<file path="src/rtl/div_unit_ctrl.sv">
// div_unit_ctrl
//   Sequences one integer divide/remainder request at a time through an
//   external iterative divider. Operands of *W ops are normalised to 64 bits
//   on acceptance. Divide-by-zero and signed overflow are resolved locally
//   without starting the divider. Flush aborts any operation.
// Ports
//   clock, reset            : clock, synchronous active-high reset
//   flush                   : abort current operation (highest priority)
//   in_*                    : request from EXU (valid/ready handshake)
//   out_*                   : result to consumer (valid/ready handshake)
//   dv_*                    : iterative divider start/abort/operands/results
module div_unit_ctrl #(
   parameter int TAG_W = 5
) (
   input  logic             clock,
   input  logic             reset,
   input  logic             flush,
   input  logic             in_valid,
   output logic             in_ready,
   input  logic             in_rem,
   input  logic             in_signed,
   input  logic             in_word,
   input  logic [63:0]      in_src1,
   input  logic [63:0]      in_src2,
   input  logic [TAG_W-1:0] in_tag,
   output logic             out_valid,
   input  logic             out_ready,
   output logic [63:0]      out_data,
   output logic [TAG_W-1:0] out_tag,
   output logic             dv_valid,
   output logic             dv_flush,
   output logic             dv_divw,
   output logic [1:0]       dv_signed,
   output logic [63:0]      dv_dividend,
   output logic [63:0]      dv_divisor,
   input  logic             dv_ready,
   input  logic             dv_outvalid,
   input  logic [63:0]      dv_quotient,
   input  logic [63:0]      dv_remainder
);

   localparam logic [1:0] S_IDLE  = 2'd0;
   localparam logic [1:0] S_ISSUE = 2'd1;
   localparam logic [1:0] S_WAIT  = 2'd2;
   localparam logic [1:0] S_DONE  = 2'd3;

   logic [1:0]       r_state;
   logic             r_rem;
   logic             r_signed;
   logic             r_word;
   logic [TAG_W-1:0] r_tag;
   logic [63:0]      r_src1;
   logic [63:0]      r_src2;
   logic [63:0]      r_result;

   logic        w_accept;
   logic [63:0] w_n1;
   logic [63:0] w_n2;
   logic        w_dz;
   logic        w_ovf;
   logic [63:0] w_spec_res;

   // *W results are always sign-extended from bit 31, even for unsigned ops
   function automatic logic [63:0] f_fmt(input logic [63:0] x, input logic w);
      return w ? {{32{x[31]}}, x[31:0]} : x;
   endfunction

   assign in_ready  = (r_state == S_IDLE) && !flush;
   assign w_accept  = in_valid && in_ready;
   assign out_valid = (r_state == S_DONE);
   assign out_data  = r_result;
   assign out_tag   = r_tag;

   assign dv_valid    = (r_state == S_ISSUE) && dv_ready && !flush;
   assign dv_flush    = flush && (r_state == S_WAIT);
   assign dv_divw     = r_word;
   assign dv_signed   = {2{r_signed}};
   assign dv_dividend = r_src1;
   assign dv_divisor  = r_src2;

   always_comb begin
      w_n1 = in_src1;
      w_n2 = in_src2;
      if (in_word) begin
         w_n1 = in_signed ? {{32{in_src1[31]}}, in_src1[31:0]} : {32'd0, in_src1[31:0]};
         w_n2 = in_signed ? {{32{in_src2[31]}}, in_src2[31:0]} : {32'd0, in_src2[31:0]};
      end
   end

   assign w_dz  = (w_n2 == 64'd0);
   // most-negative dividend over -1; the *W form is the sign-extended 32-bit one
   assign w_ovf = in_signed && (w_n2 == {64{1'b1}}) &&
                  (w_n1 == (in_word ? 64'hFFFF_FFFF_8000_0000 : 64'h8000_0000_0000_0000));

   always_comb begin
      w_spec_res = 64'd0;
      if (w_dz)
         w_spec_res = in_rem ? w_n1 : {64{1'b1}};
      else if (w_ovf)
         w_spec_res = in_rem ? 64'd0 : w_n1;
      w_spec_res = f_fmt(w_spec_res, in_word);
   end

   always_ff @(posedge clock) begin
      if (reset) begin
         r_state  <= S_IDLE;
         r_rem    <= 1'b0;
         r_signed <= 1'b0;
         r_word   <= 1'b0;
         r_tag    <= '0;
         r_src1   <= 64'd0;
         r_src2   <= 64'd0;
         r_result <= 64'd0;
      end else if (flush) begin
         r_state <= S_IDLE;
      end else begin
         case (r_state)
            S_IDLE: begin
               if (w_accept) begin
                  r_rem    <= in_rem;
                  r_signed <= in_signed;
                  r_word   <= in_word;
                  r_tag    <= in_tag;
                  r_src1   <= w_n1;
                  r_src2   <= w_n2;
                  if (w_dz || w_ovf) begin
                     r_result <= w_spec_res;
                     r_state  <= S_DONE;
                  end else begin
                     r_state  <= S_ISSUE;
                  end
               end
            end
            S_ISSUE: if (dv_ready) r_state <= S_WAIT;
            S_WAIT: begin
               if (dv_outvalid) begin
                  r_result <= f_fmt(r_rem ? dv_remainder : dv_quotient, r_word);
                  r_state  <= S_DONE;
               end
            end
            S_DONE:  if (out_ready) r_state <= S_IDLE;
            default: r_state <= S_IDLE;
         endcase
      end
   end

endmodule

</file>
<file path="config.mk">
export PLATFORM = sky130hd
export DESIGN_NAME = div_unit_ctrl
export DESIGN_NICKNAME = d
export VERILOG_FILES = /design/src/rtl/div_unit_ctrl.sv
export SDC_FILE = /design/constraint.sdc
export NUM_CORES = 1
export LEC_CHECK = 0
export BUFFER_PORTS_ARGS = -buffer_cell sky130_fd_sc_hd__buf_2
export CAP_MARGIN = 0
export CORE_AREA = 2 2 185 187
export DETAILED_ROUTE_END_ITERATION = 8
export DIE_AREA = 0 0 187 189
export GPL_ROUTABILITY_DRIVEN = 0
export HOLD_SLACK_MARGIN = 0.08
export PLACE_DENSITY = 0.61
export SLEW_MARGIN = 40
export SYNTH_ARGS = -nofsm -noshare
export SYNTH_HDL_FRONTEND = slang
export SYNTH_SLANG_ARGS = --single-unit
</file>
<file path="constraint.sdc">
create_clock -name clock -period 3 [get_ports clock]
set_clock_uncertainty 0.1 [all_clocks]
set_input_delay 0.6 -clock clock [delete_from_list [all_inputs] [get_ports clock]]
set_output_delay 0.6 -clock clock [all_outputs]
set_load 0.01 [all_outputs]
</file>
==> results of run 1 <==
state kept, by name (all words and copies together), names as in the netlist:
register and count:
out_tag 5, dv_divw 1, r_signed 1, r_rem 1, dv_divisor 64, dv_dividend 64
r_state 2, out_data 64
worst reg2reg max path: stages, from the launching register on:
cell	delay, ns
sky130_fd_sc_hd__dfxtp_1	0.34
sky130_fd_sc_hd__inv_1	0.15
sky130_fd_sc_hd__ha_1	0.34
sky130_fd_sc_hd__nor2b_1	0.27
sky130_fd_sc_hd__nand2_2	0.29
sky130_fd_sc_hd__a221oi_1	0.52
sky130_fd_sc_hd__nor2_1	0.07
sky130_fd_sc_hd__a2111oi_0	0.42
power groups by stage:
stage | Sequential, W | Combinational, W | Clock (W)
final | 0.00285 | 0.00124 | 0.00275
after global routing | 0.00286 | 0.00134 | 0.00290
after CTS | 0.00285 | 0.00123 | 0.00280
after detailed placement | 0.00291 | 0.00123 | 0
after global placement | 0.00290 | 0.00122 | 0
after floorplan | 0.00296 | 0.000516 | 0
metal layers:
layer | global-route usage | routed length [um]
met1 | 0.334 | 20000
met5 | 0 | 0
met4 | 0.0778 | 1360
met2 | 0.379 | 20500
met3 | 0.0361 | 3290
cell usage in the layout, fill, tap and decap left out, types with 5 or more instances in the layout:
| cell | instances |
|---|---|
| sky130_fd_sc_hd__clkbuf_16 | 23 |
| sky130_fd_sc_hd__o211ai_1 | 64 |
| sky130_fd_sc_hd__dfxtp_1 | 201 |
| sky130_fd_sc_hd__clkbuf_8 | 5 |
| sky130_fd_sc_hd__nor3_1 | 64 |
| sky130_fd_sc_hd__buf_12 | 16 |
| sky130_fd_sc_hd__o2bb2ai_1 | 63 |
| sky130_fd_sc_hd__mux2i_1 | 32 |
| sky130_fd_sc_hd__and4_1 | 5 |
| sky130_fd_sc_hd__clkbuf_1 | 6 |
| sky130_fd_sc_hd__nor4_1 | 33 |
| sky130_fd_sc_hd__mux2_2 | 32 |
| sky130_fd_sc_hd__a21oi_1 | 167 |
| sky130_fd_sc_hd__inv_1 | 6 |
| sky130_fd_sc_hd__nand4b_1 | 6 |
| sky130_fd_sc_hd__nand4_1 | 17 |
| sky130_fd_sc_hd__nand2_1 | 179 |
| sky130_fd_sc_hd__o21ai_0 | 67 |
| sky130_fd_sc_hd__buf_2 | 473 |
| sky130_fd_sc_hd__nor2_1 | 100 |
| sky130_fd_sc_hd__a211oi_1 | 66 |
| sky130_fd_sc_hd__buf_4 | 81 |
cell type report:
cell class / count / area [um2] / area share
Inverter: 7 / 26.3 / 0.00183
Tap cell: 448 / 561 / 0.0390
Antenna cell: 2 / 5.00 / 0.000348
Clock buffer: 34 / 667 / 0.0464
Multi-Input combinational cell: 951 / 5710 / 0.397
Clock inverter: 3 / 41.3 / 0.00287
Sequential cell: 202 / 4050 / 0.281
Timing Repair Buffer: 572 / 3320 / 0.231
through the flow:
step	total power, W	hold WS (ns)	instances
after CTS	0.00688	0.197	2216
after global routing	0.00710	0.225	2219
final	0.00684	0.212	2219
after floorplan	0.00347	0.350	1294
after global placement	0.00412	0.340	2179
after detailed placement	0.00413	0.344	2179
worst max-delay path by stage:
stage,from,end,slack (ns),cells after the start
2_1_floorplan,in_src1[1],out_data[10],0.30,6
3_3_place_gp,in_src1[41],out_data[40],-0.28,9
3_5_place_dp,in_src1[41],out_data[10],-0.31,9
4_1_cts,in_src1[41],out_data[10],0.24,9
5_1_grt,r_state[0],r_state[0],0.12,7
6_report,in_src1[41],out_data[39],0.30,9
cell families after synthesis:
family	share of synthesized area
fa+ha+maj	0.00611
compound gates	0.279
mux	0.0665
buf+inv	0.0569
simple gates	0.197
flops	0.395
==> impl_results.md, run 1 <==
- Status: complete, no violations
- Number of enable flip-flop cells after synthesis: 0
- Worst-case register-to-register setup slack: 0.36 ns
- Slowest cell on the critical path: sky130_fd_sc_hd__or4_4
- Initial antenna violation count: 2
- Sinks on the clock net: 202
- Critical path capture point type: register
- GR Overflow Total: 0
- Die width: 187 um
- Total routing usage reported by global routing: 0.239
- Area share of the largest cell type after synthesis: 0.395
- Number of buffers added by the clock tree synthesis step: 23
- Post-CTS Setup Inserts: 0
- HPWL after detailed placement: 34300 um
- Core Area: 0.0333 mm2
- Total power divided by cell area: 476 mW/mm2
- Clock tree buffer depth: 3
- Final Core Density: 0.432
- Required time reported for the critical path endpoint: 3.35 ns
- Longest individual stage delay on the worst path: 0.51 ns
- Register share of total power: 0.417
- Synthesis-to-layout area growth: 40.4%
- Clock tree from TritonCTS: built
- Highest clock frequency the design can meet: 370 MHz
- Source-to-sink clock delay at the later pin of the worst-skew pair: 0.51 ns
- Internal Pwr Total: 0.00490 W
- Switch share: 0.283
- Leakage power of the design: 6.06 nW
- Fraction of synthesis flops using an asynchronous set or reset pin: 0
- Vias in the first global route: 11100
- Clock share of power: 0.403
- Area after DPL: 0.0136 mm2
- Wire length per cell: 20.3 um
- # fillers: 3430
- Netlist Area Pre-Place: 0.0102 mm2
- TNS Setup: 0 ns
- Gate count of the mapped netlist: 1294
- RSZ-0062 raised after global routing: no
- Violation count after the first detailed-routing iteration: 878
- Most used standard cell by instance count after synthesis: sky130_fd_sc_hd__dfxtp_1
- Setup violation total in the final timing report: 0
- Signal arrival time at the worst endpoint: 3.05 ns
- Hold path depth: 3
- Class of the worst hold path: input pin to register
- Most common cell on crit path: sky130_fd_sc_hd__buf_4
- Quantity of hold-fixing buffers added after cts: 0
- Max transition margin: 0.469
- Ratio of cells with drive above 1 in the final layout: 0.368
- Post-CTS clock slew at the launch and capture registers of the worst setup and hold paths: 0.06 ns
- Reg2reg end: r_state[0]
- Minimum setup slack in the final design: 0.299 ns
- Post-layout nets: 2033
- Cell types with the highest counts after synthesis: 202 x sky130_fd_sc_hd__dfxtp_1, 180 x sky130_fd_sc_hd__nand2_1, 167 x sky130_fd_sc_hd__a21oi_1
- Total wire length: 45200 um
- Post-synth top flop: sky130_fd_sc_hd__dfxtp_1
- Cell at the root of the clock tree: sky130_fd_sc_hd__clkbuf_16
- Worst setup timing slack at the placement stage: -0.310 ns
- FF+latch count, synth: 202
- Count of pins over their slew limit: 0
- Count of distinct cell types in the synthesized netlist: 47
- Die extent in y: 189 um
- Post-cts gate resize count: 0
- Ranking of synthesized cells by area: sky130_fd_sc_hd__dfxtp_1 39%, sky130_fd_sc_hd__a21oi_1 8.2%, sky130_fd_sc_hd__nand2_1 6.6%
- Syn Nets: 1570
- H-tree levels: 1
- Drc violations: 0
- Fin area: 0.0144 mm2
- Total via count in the routed design: 11900
- Post-synthesis cell type with the largest combined area: sky130_fd_sc_hd__dfxtp_1
- Sequential share of the synthesized area: 0.395
- Number of nets with antenna violations after detailed routing: 0
- Number of placement rows: 67
- Cells on worst reg2reg path: 7
- Top cell family by delay on the critical path: simple AND/OR/NAND/NOR gates
- HP Start: in_tag[2]
- Type of origin of the critical path: input pin
- Pin count of the biggest net entering global routing: 101
- Port buffer count: 474
- Number of warning messages in the yosys log: 0
- Number of primary I/O pins: 475
- Ratio of routed vias to standard cells: 5.34
- Path type of the worst setup path: input pin to register
- Final period demand of the worst path: 2.70 ns
- Sink of the worst hold path: out_tag[2]
- Series of cell instances along the critical path: buf_2 -> nor4_1 -> buf_4 -> a41oi_1 -> or4_4 -> nor4_4 -> a22oi_2 -> buf_4 -> o2bb2ai_1
- Total net switching power: 0.00194 W
- Router iterations before antenna repair: 5
- Synthesized area per cell: 7.91 um2
- Worst path buffer plus inverter count: 3
- Max-cap violation count: 0
- Maximum fanout count along the critical path: 11
- Die Area: 0.0353 mm2
- Part of the cycle the worst path needs: 0.900
- Wire length of the first global-routing pass: 67000 um
- Max rail drop VDD: 0.000297 V
- Initial Utilization: 0.308
- Comb pwr share: 0.181
- Hold Fails Final Rpt: 0
- Slew at the pin with the worst max-slew slack: 0.794 ns
- Reg2reg start: r_state[0]
Power figures use the tool's default switching activity.
==> run 2, diff against run 1 <==
Clock period 3 ns to 2.9 ns, I/O delays scaled along.
==> run 2 against run 1 <==
Compared with the run above: utilization up 0.87 points; first-iteration DRC count up 0.34%; sequential cell count is the same; non-clock buffer count rose by 28; routed wire length is 0.69% higher; total power rose by 7.8%; hold slack got worse by 0.013 ns; sequential power grew 4%; critical path depth is 4 lower; sequential share of layout area shrank 0.56 points; critical path type is now register to output port; largest cell class unchanged; largest power group is now clock.
==> impl_results.md, run 2 (synthesized netlist as in run 1, its figures left out) <==
- Status: complete, no violations
- Count of pins over their slew limit: 0
- HPWL after detailed placement: 34400 um
- GR Overflow Total: 0
- Number of buffers added by the clock tree synthesis step: 23
- Vias in the first global route: 11300
- Type of origin of the critical path: register
- Final hold slack: 0.199 ns
- Post-CTS clock slew at the launch and capture registers of the worst setup and hold paths: 0.07 ns
- Sinks on the clock net: 202
- Port buffer count: 474
- Hold Fails Final Rpt: 0
- Setup violation total in the final timing report: 0
- Total via count in the routed design: 12000
- Slew at the pin with the worst max-slew slack: 0.796 ns
- Router iterations before antenna repair: 5
- Leakage power of the design: 6.25 nW
- Clock tree buffer depth: 3
- Number of primary I/O pins: 475
- Cell at the root of the clock tree: sky130_fd_sc_hd__clkbuf_16
- Die extent in y: 189 um
- Number of nets with antenna violations after detailed routing: 0
- Routed met3 length: 3380 um
- Violation count after the first detailed-routing iteration: 881
- Critical path capture point type: output port
- Signal arrival time at the worst endpoint: 1.96 ns
- Leading cell type in the layout, fill and taps excluded: sky130_fd_sc_hd__buf_2
- Max transition margin: 0.467
- Wire length of the first global-routing pass: 68500 um
- DR top layer: met4
- Path type of the worst setup path: register to output port
- Number of placement rows: 67
- # fillers: 3399
- Total power divided by cell area: 502 mW/mm2
- Final period demand of the worst path: 2.64 ns
- Total routing usage reported by global routing: 0.243
- Required time reported for the critical path endpoint: 2.22 ns
- Max rail drop VDD: 0.000315 V
- Core Area: 0.0333 mm2
- Ratio of routed vias to standard cells: 5.31
- Commonest cells after routing, fill and taps aside: 473 x sky130_fd_sc_hd__buf_2, 201 x sky130_fd_sc_hd__dfxtp_1, 179 x sky130_fd_sc_hd__nand2_1
- Met2 Wirelength: 20600 um
- Maximum fanout count along the critical path: 58
- Total wire length: 45500 um
- Source-to-sink clock delay at the later pin of the worst-skew pair: 0.52 ns
- Max-cap violation count: 0
- Final Core Density: 0.441
- Post-layout nets: 2061
- Class of the worst hold path: input pin to register
- Synthesis-to-layout area growth: 43.3%
- Initial antenna violation count: 4
- RSZ-0062 raised after global routing: no
- H-tree levels: 1
- Drc violations: 0
- Initial Utilization: 0.308
- Die Area: 0.0353 mm2
- Metal1 wirelength: 20200 um
- Die width: 187 um
- Clock tree from TritonCTS: built
- Wire length per cell: 20.2 um
- Ratio of cells with drive above 1 in the final layout: 0.380
- Highest clock frequency the design can meet: 379 MHz
- Pin count of the biggest net entering global routing: 137
- Part of the cycle the worst path needs: 0.911
[run 2: metrics by stage]
step / setup slack (ns) / power [W] / instances / instance area (um2) / TNS (ns)
floorplan: 0.224 / 0.00359 / 1294 / 10200 / 0
global placement: -0.193 / 0.00427 / 2205 / 13800 / -10.39
detailed placement: -0.230 / 0.00429 / 2207 / 13800 / -11.23
CTS: 0.111 / 0.00742 / 2248 / 14600 / 0
global route: 0.0142 / 0.00768 / 2252 / 14700 / 0
finish: 0.260 / 0.00737 / 2252 / 14700 / 0
[run 2: worst paths after layout]
| path | from | end | slack [ns] | cells past startpoint |
|---|---|---|---|---|
| setup reg to reg | r_state[0] | out_data[6] | 0.42 | 9 |
| hold reg to reg | dv_divisor[4] | dv_divisor[4] | 0.35 | 2 |
| hold / removal | in_tag[0] | out_tag[0] | 0.20 | 3 |
| setup / recovery | r_state[0] | dv_flush | 0.26 | 5 |
[run 2: where the power goes]
part	leakage (nW)	internal (W)	total [W]	switching (W)
sequential	1.65	0.00289	0.00295	0.0000569
clock	0.397	0.00191	0.00314	0.00122
combinational	4.20	0.000524	0.00129	0.000762
[run 2: layer usage]
layer  track usage  up-vias
li1              -     5750
met1         0.340     5570
met2         0.385      554
met3        0.0404       83
met4        0.0726        0
met5             0        -
[run 2: area by class of cell]
type / count / area (um2) / share of cell area
clock buffer: 31 / 646 / 0.0440
inverter: 7 / 26.3 / 0.00179
tap: 448 / 561 / 0.0382
sequential: 202 / 4050 / 0.276
antenna: 3 / 7.51 / 0.000512
multi-input combinational: 951 / 5720 / 0.390
timing repair buffer: 600 / 3510 / 0.240
clock inverter: 10 / 151 / 0.0103
[run 2: worst max-delay path: stages, from the launching register on]
cell and delay [ns]:
sky130_fd_sc_hd__dfxtp_1 0.35, sky130_fd_sc_hd__inv_1 0.16, sky130_fd_sc_hd__ha_4 0.22, sky130_fd_sc_hd__buf_6 0.37, sky130_fd_sc_hd__and2_1 0.19, sky130_fd_sc_hd__buf_2 0.12
[run 2: what timing repair did]
item | in CTS | in global routing
hold endpoints to repair | 0 | 0
buffers inserted | 0 | 0
hold buffers | 0 | 0
setup endpoints to repair | 0 | 1
gates resized for setup | 0 | 1
==> run 3, diff against run 2 <==
Settings changed: ABC_AREA set to 1, CORE_AREA 2 2 185 187 to 5 5 182 184, PLACE_DENSITY 0.61 to 0.63.
==> run 3 against run 2 <==
Compared with the run above: synthesized cell count grew 22%; clock power shrank 1%; sequential cell count unchanged; global-route usage is 0.28 points lower; critical endpoint unchanged.
==> impl_results.md, run 3 <==
- Hold Fails Final Rpt: 0
- Reg2reg end: out_data[31]
- Clock tree from TritonCTS: built
- Synthesis-to-layout area growth: 40.2%
- Ratio of routed vias to standard cells: 5.12
- Number of warning messages in the yosys log: 0
- Critical path capture point type: output port
- Quantity of hold-fixing buffers added after cts: 0
- Setup crit start: r_state[0]
- Most used standard cell by instance count after synthesis: sky130_fd_sc_hd__nand2_1
- Source-to-sink clock delay at the later pin of the worst-skew pair: 0.52 ns
- Sinks on the clock net: 202
- H-tree levels: 1
- Total power divided by cell area: 530 mW/mm2
- Cell types with the highest counts after synthesis: 362 x sky130_fd_sc_hd__nand2_1, 216 x sky130_fd_sc_hd__o21ai_0, 204 x sky130_fd_sc_hd__nor2_1
- Total routing usage reported by global routing: 0.241
- HP Start: in_tag[3]
- Sink of the worst hold path: out_tag[3]
- Type of origin of the critical path: register
- Worst setup timing slack at the placement stage: -0.154 ns
- Max transition margin: 0.450
- Commonest cells after routing, fill and taps aside: 474 x sky130_fd_sc_hd__buf_2, 361 x sky130_fd_sc_hd__nand2_1, 216 x sky130_fd_sc_hd__o21ai_0
- Area share of the largest cell type after synthesis: 0.398
- Reg2reg start: r_state[0]
- Met3 track utilization from global routing: 0.0629
- Die Area: 0.0353 mm2
- Violation count after the first detailed-routing iteration: 683
- Number of placement rows: 65
- Setup violation total in the final timing report: 0
- Ratio of cells with drive above 1 in the final layout: 0.301
- M1 GR Usage: 0.275
- Netlist Area Pre-Place: 0.0102 mm2
- Final period demand of the worst path: 2.60 ns
- Vias in the first global route: 12500
- Count of distinct cell types in the synthesized netlist: 27
- GR Overflow Total: 0
- RSZ-0062 raised after global routing: no
- Worst-case register-to-register setup slack: 0.38 ns
- Status: complete, no violations
- Wire length of the first global-routing pass: 68900 um
- Post-layout nets: 2313
- Hold path depth: 3
- Maximum fanout count along the critical path: 57
- Cells on worst reg2reg path: 16
- # fillers: 3356
- HPWL after detailed placement: 34300 um
- Number of buffers added by the clock tree synthesis step: 25
- Class of the worst hold path: input pin to register
- Core Area: 0.0312 mm2
- Initial Utilization: 0.325
- Number of nets with antenna violations after detailed routing: 0
- Met2 Track Usage GR: 0.427
- Final hold slack: 0.212 ns
- Synthesized area per cell: 6.45 um2
- Drc violations: 0
- Fraction of synthesis flops using an asynchronous set or reset pin: 0
- Part of the cycle the worst path needs: 0.895
- Max rail drop VDD: 0.000362 V
- FF+latch count, synth: 202
- Total via count in the routed design: 12600
- Required time reported for the critical path endpoint: 2.22 ns
- Router iterations before antenna repair: 5
- Die width: 187 um
- Number of enable flip-flop cells after synthesis: 0
- Number of primary I/O pins: 475
- Leakage power of the design: 7.28 nW
- Count of pins over their slew limit: 0
- Clock tree buffer depth: 3
- Slew at the pin with the worst max-slew slack: 0.825 ns
- Post-CTS clock slew at the launch and capture registers of the worst setup and hold paths: 0.06 ns
- Post-cts gate resize count: 0
- Minimum setup slack in the final design: 0.304 ns
- Port buffer count: 474
- Highest clock frequency the design can meet: 385 MHz
- Die extent in y: 189 um
- Most utilized layer in the global route result: met2
- Max-cap violation count: 0
- Leading cell type in the layout, fill and taps excluded: sky130_fd_sc_hd__buf_2
- Ranking of synthesized cells by area: sky130_fd_sc_hd__dfxtp_1 40%, sky130_fd_sc_hd__nand2_1 13%, sky130_fd_sc_hd__o21ai_0 11%
- Syn Nets: 1850
- Pin count of the biggest net entering global routing: 206
- Gate count of the mapped netlist: 1574
- Sequential share of the synthesized area: 0.398
- Total wire length: 45300 um
- Signal arrival time at the worst endpoint: 1.92 ns
- Cell at the root of the clock tree: sky130_fd_sc_hd__clkbuf_16
- Post-synthesis cell type with the largest combined area: sky130_fd_sc_hd__dfxtp_1
- Post-CTS Setup Inserts: 0
- Wire length per cell: 18.4 um
- Post-synth top flop: sky130_fd_sc_hd__dfxtp_1
- Path type of the worst setup path: register to output port
- Initial antenna violation count: 12
-- run 3: cell types whose count changed in the layout (fill, tap and decap cells not counted), sizes merged, moves of 29 or more --
cell	change
mux2	-32
o2bb2ai	-63
nand2	+183
nor4	-33
o21ai	+185
o211ai	-63
a211oi	-66
inv	+61
buf	-31
mux2i	-32
nor2	+104
nand3	+42
nand4	+29
-- run 3: logic make-up after synthesis --
family,synth area share
AND/OR/NAND/NOR,0.289
AO/OA/AOI/OAI,0.226
buffers and inverters,0.0805
flip-flops,0.398
adder cells (fa/ha/maj),0.00616
-- run 3: cell type report --
cell class              count  area (um2)  area share
inverters                  71         275      0.0193
clock inverters             8         101     0.00712
repair buffers            569        3270       0.230
diodes                     10        25.0     0.00176
clock buffers              36         707      0.0496
flip-flops and latches    202        4050       0.284
multi-input cells        1168        5320       0.373
well taps                 402         503      0.0353
-- run 3: worst max path at each step --
stage | depth (start not counted) | endpoint | slack, ns
after global routing | 16 | out_data[31] | 0.12
after global placement | 18 | out_data[31] | -0.1
after CTS | 6 | dv_flush | 0.27
after detailed placement | 17 | out_data[58] | -0.15
after floorplan | 13 | out_data[57] | 0.61
final | 6 | dv_flush | 0.30
-- run 3: worst max-delay path: stages (launching register included) --
cell	delay, ns
sky130_fd_sc_hd__dfxtp_1	0.34
sky130_fd_sc_hd__inv_1	0.12
sky130_fd_sc_hd__ha_2	0.19
sky130_fd_sc_hd__buf_4	0.45
sky130_fd_sc_hd__nand2_1	0.09
sky130_fd_sc_hd__inv_1	0.06
sky130_fd_sc_hd__buf_2	0.12
-- run 3: routing by layer --
| layer | share of wire | up-vias |
|---|---|---|
| li1 | - | 6195 |
| met1 | 0.39 | 5811 |
| met2 | 0.49 | 521 |
| met3 | 0.083 | 88 |
| met4 | 0.040 | 4 |
| met5 | 0.00046 | - |
-- run 3: stage by stage --
stage / TNS [ns] / cells / total power (W) / instance area [um2] / utilization
after floorplan: 0 / 1574 / 0.00379 / 10200 / -
after global placement: -1.25 / 2411 / 0.00448 / 13400 / 0.428
after detailed placement: -3.84 / 2411 / 0.00450 / 13400 / 0.428
after CTS: 0 / 2455 / 0.00761 / 14200 / 0.454
after global routing: 0 / 2466 / 0.00790 / 14200 / 0.456
final: 0 / 2466 / 0.00754 / 14200 / 0.456
-- run 3: power breakdown --
| part | internal (W) | switching, W |
|---|---|---|
| clock | 0.00187 | 0.00123 |
| combinational | 0.000540 | 0.000868 |
| sequential | 0.00295 | 0.0000922 |
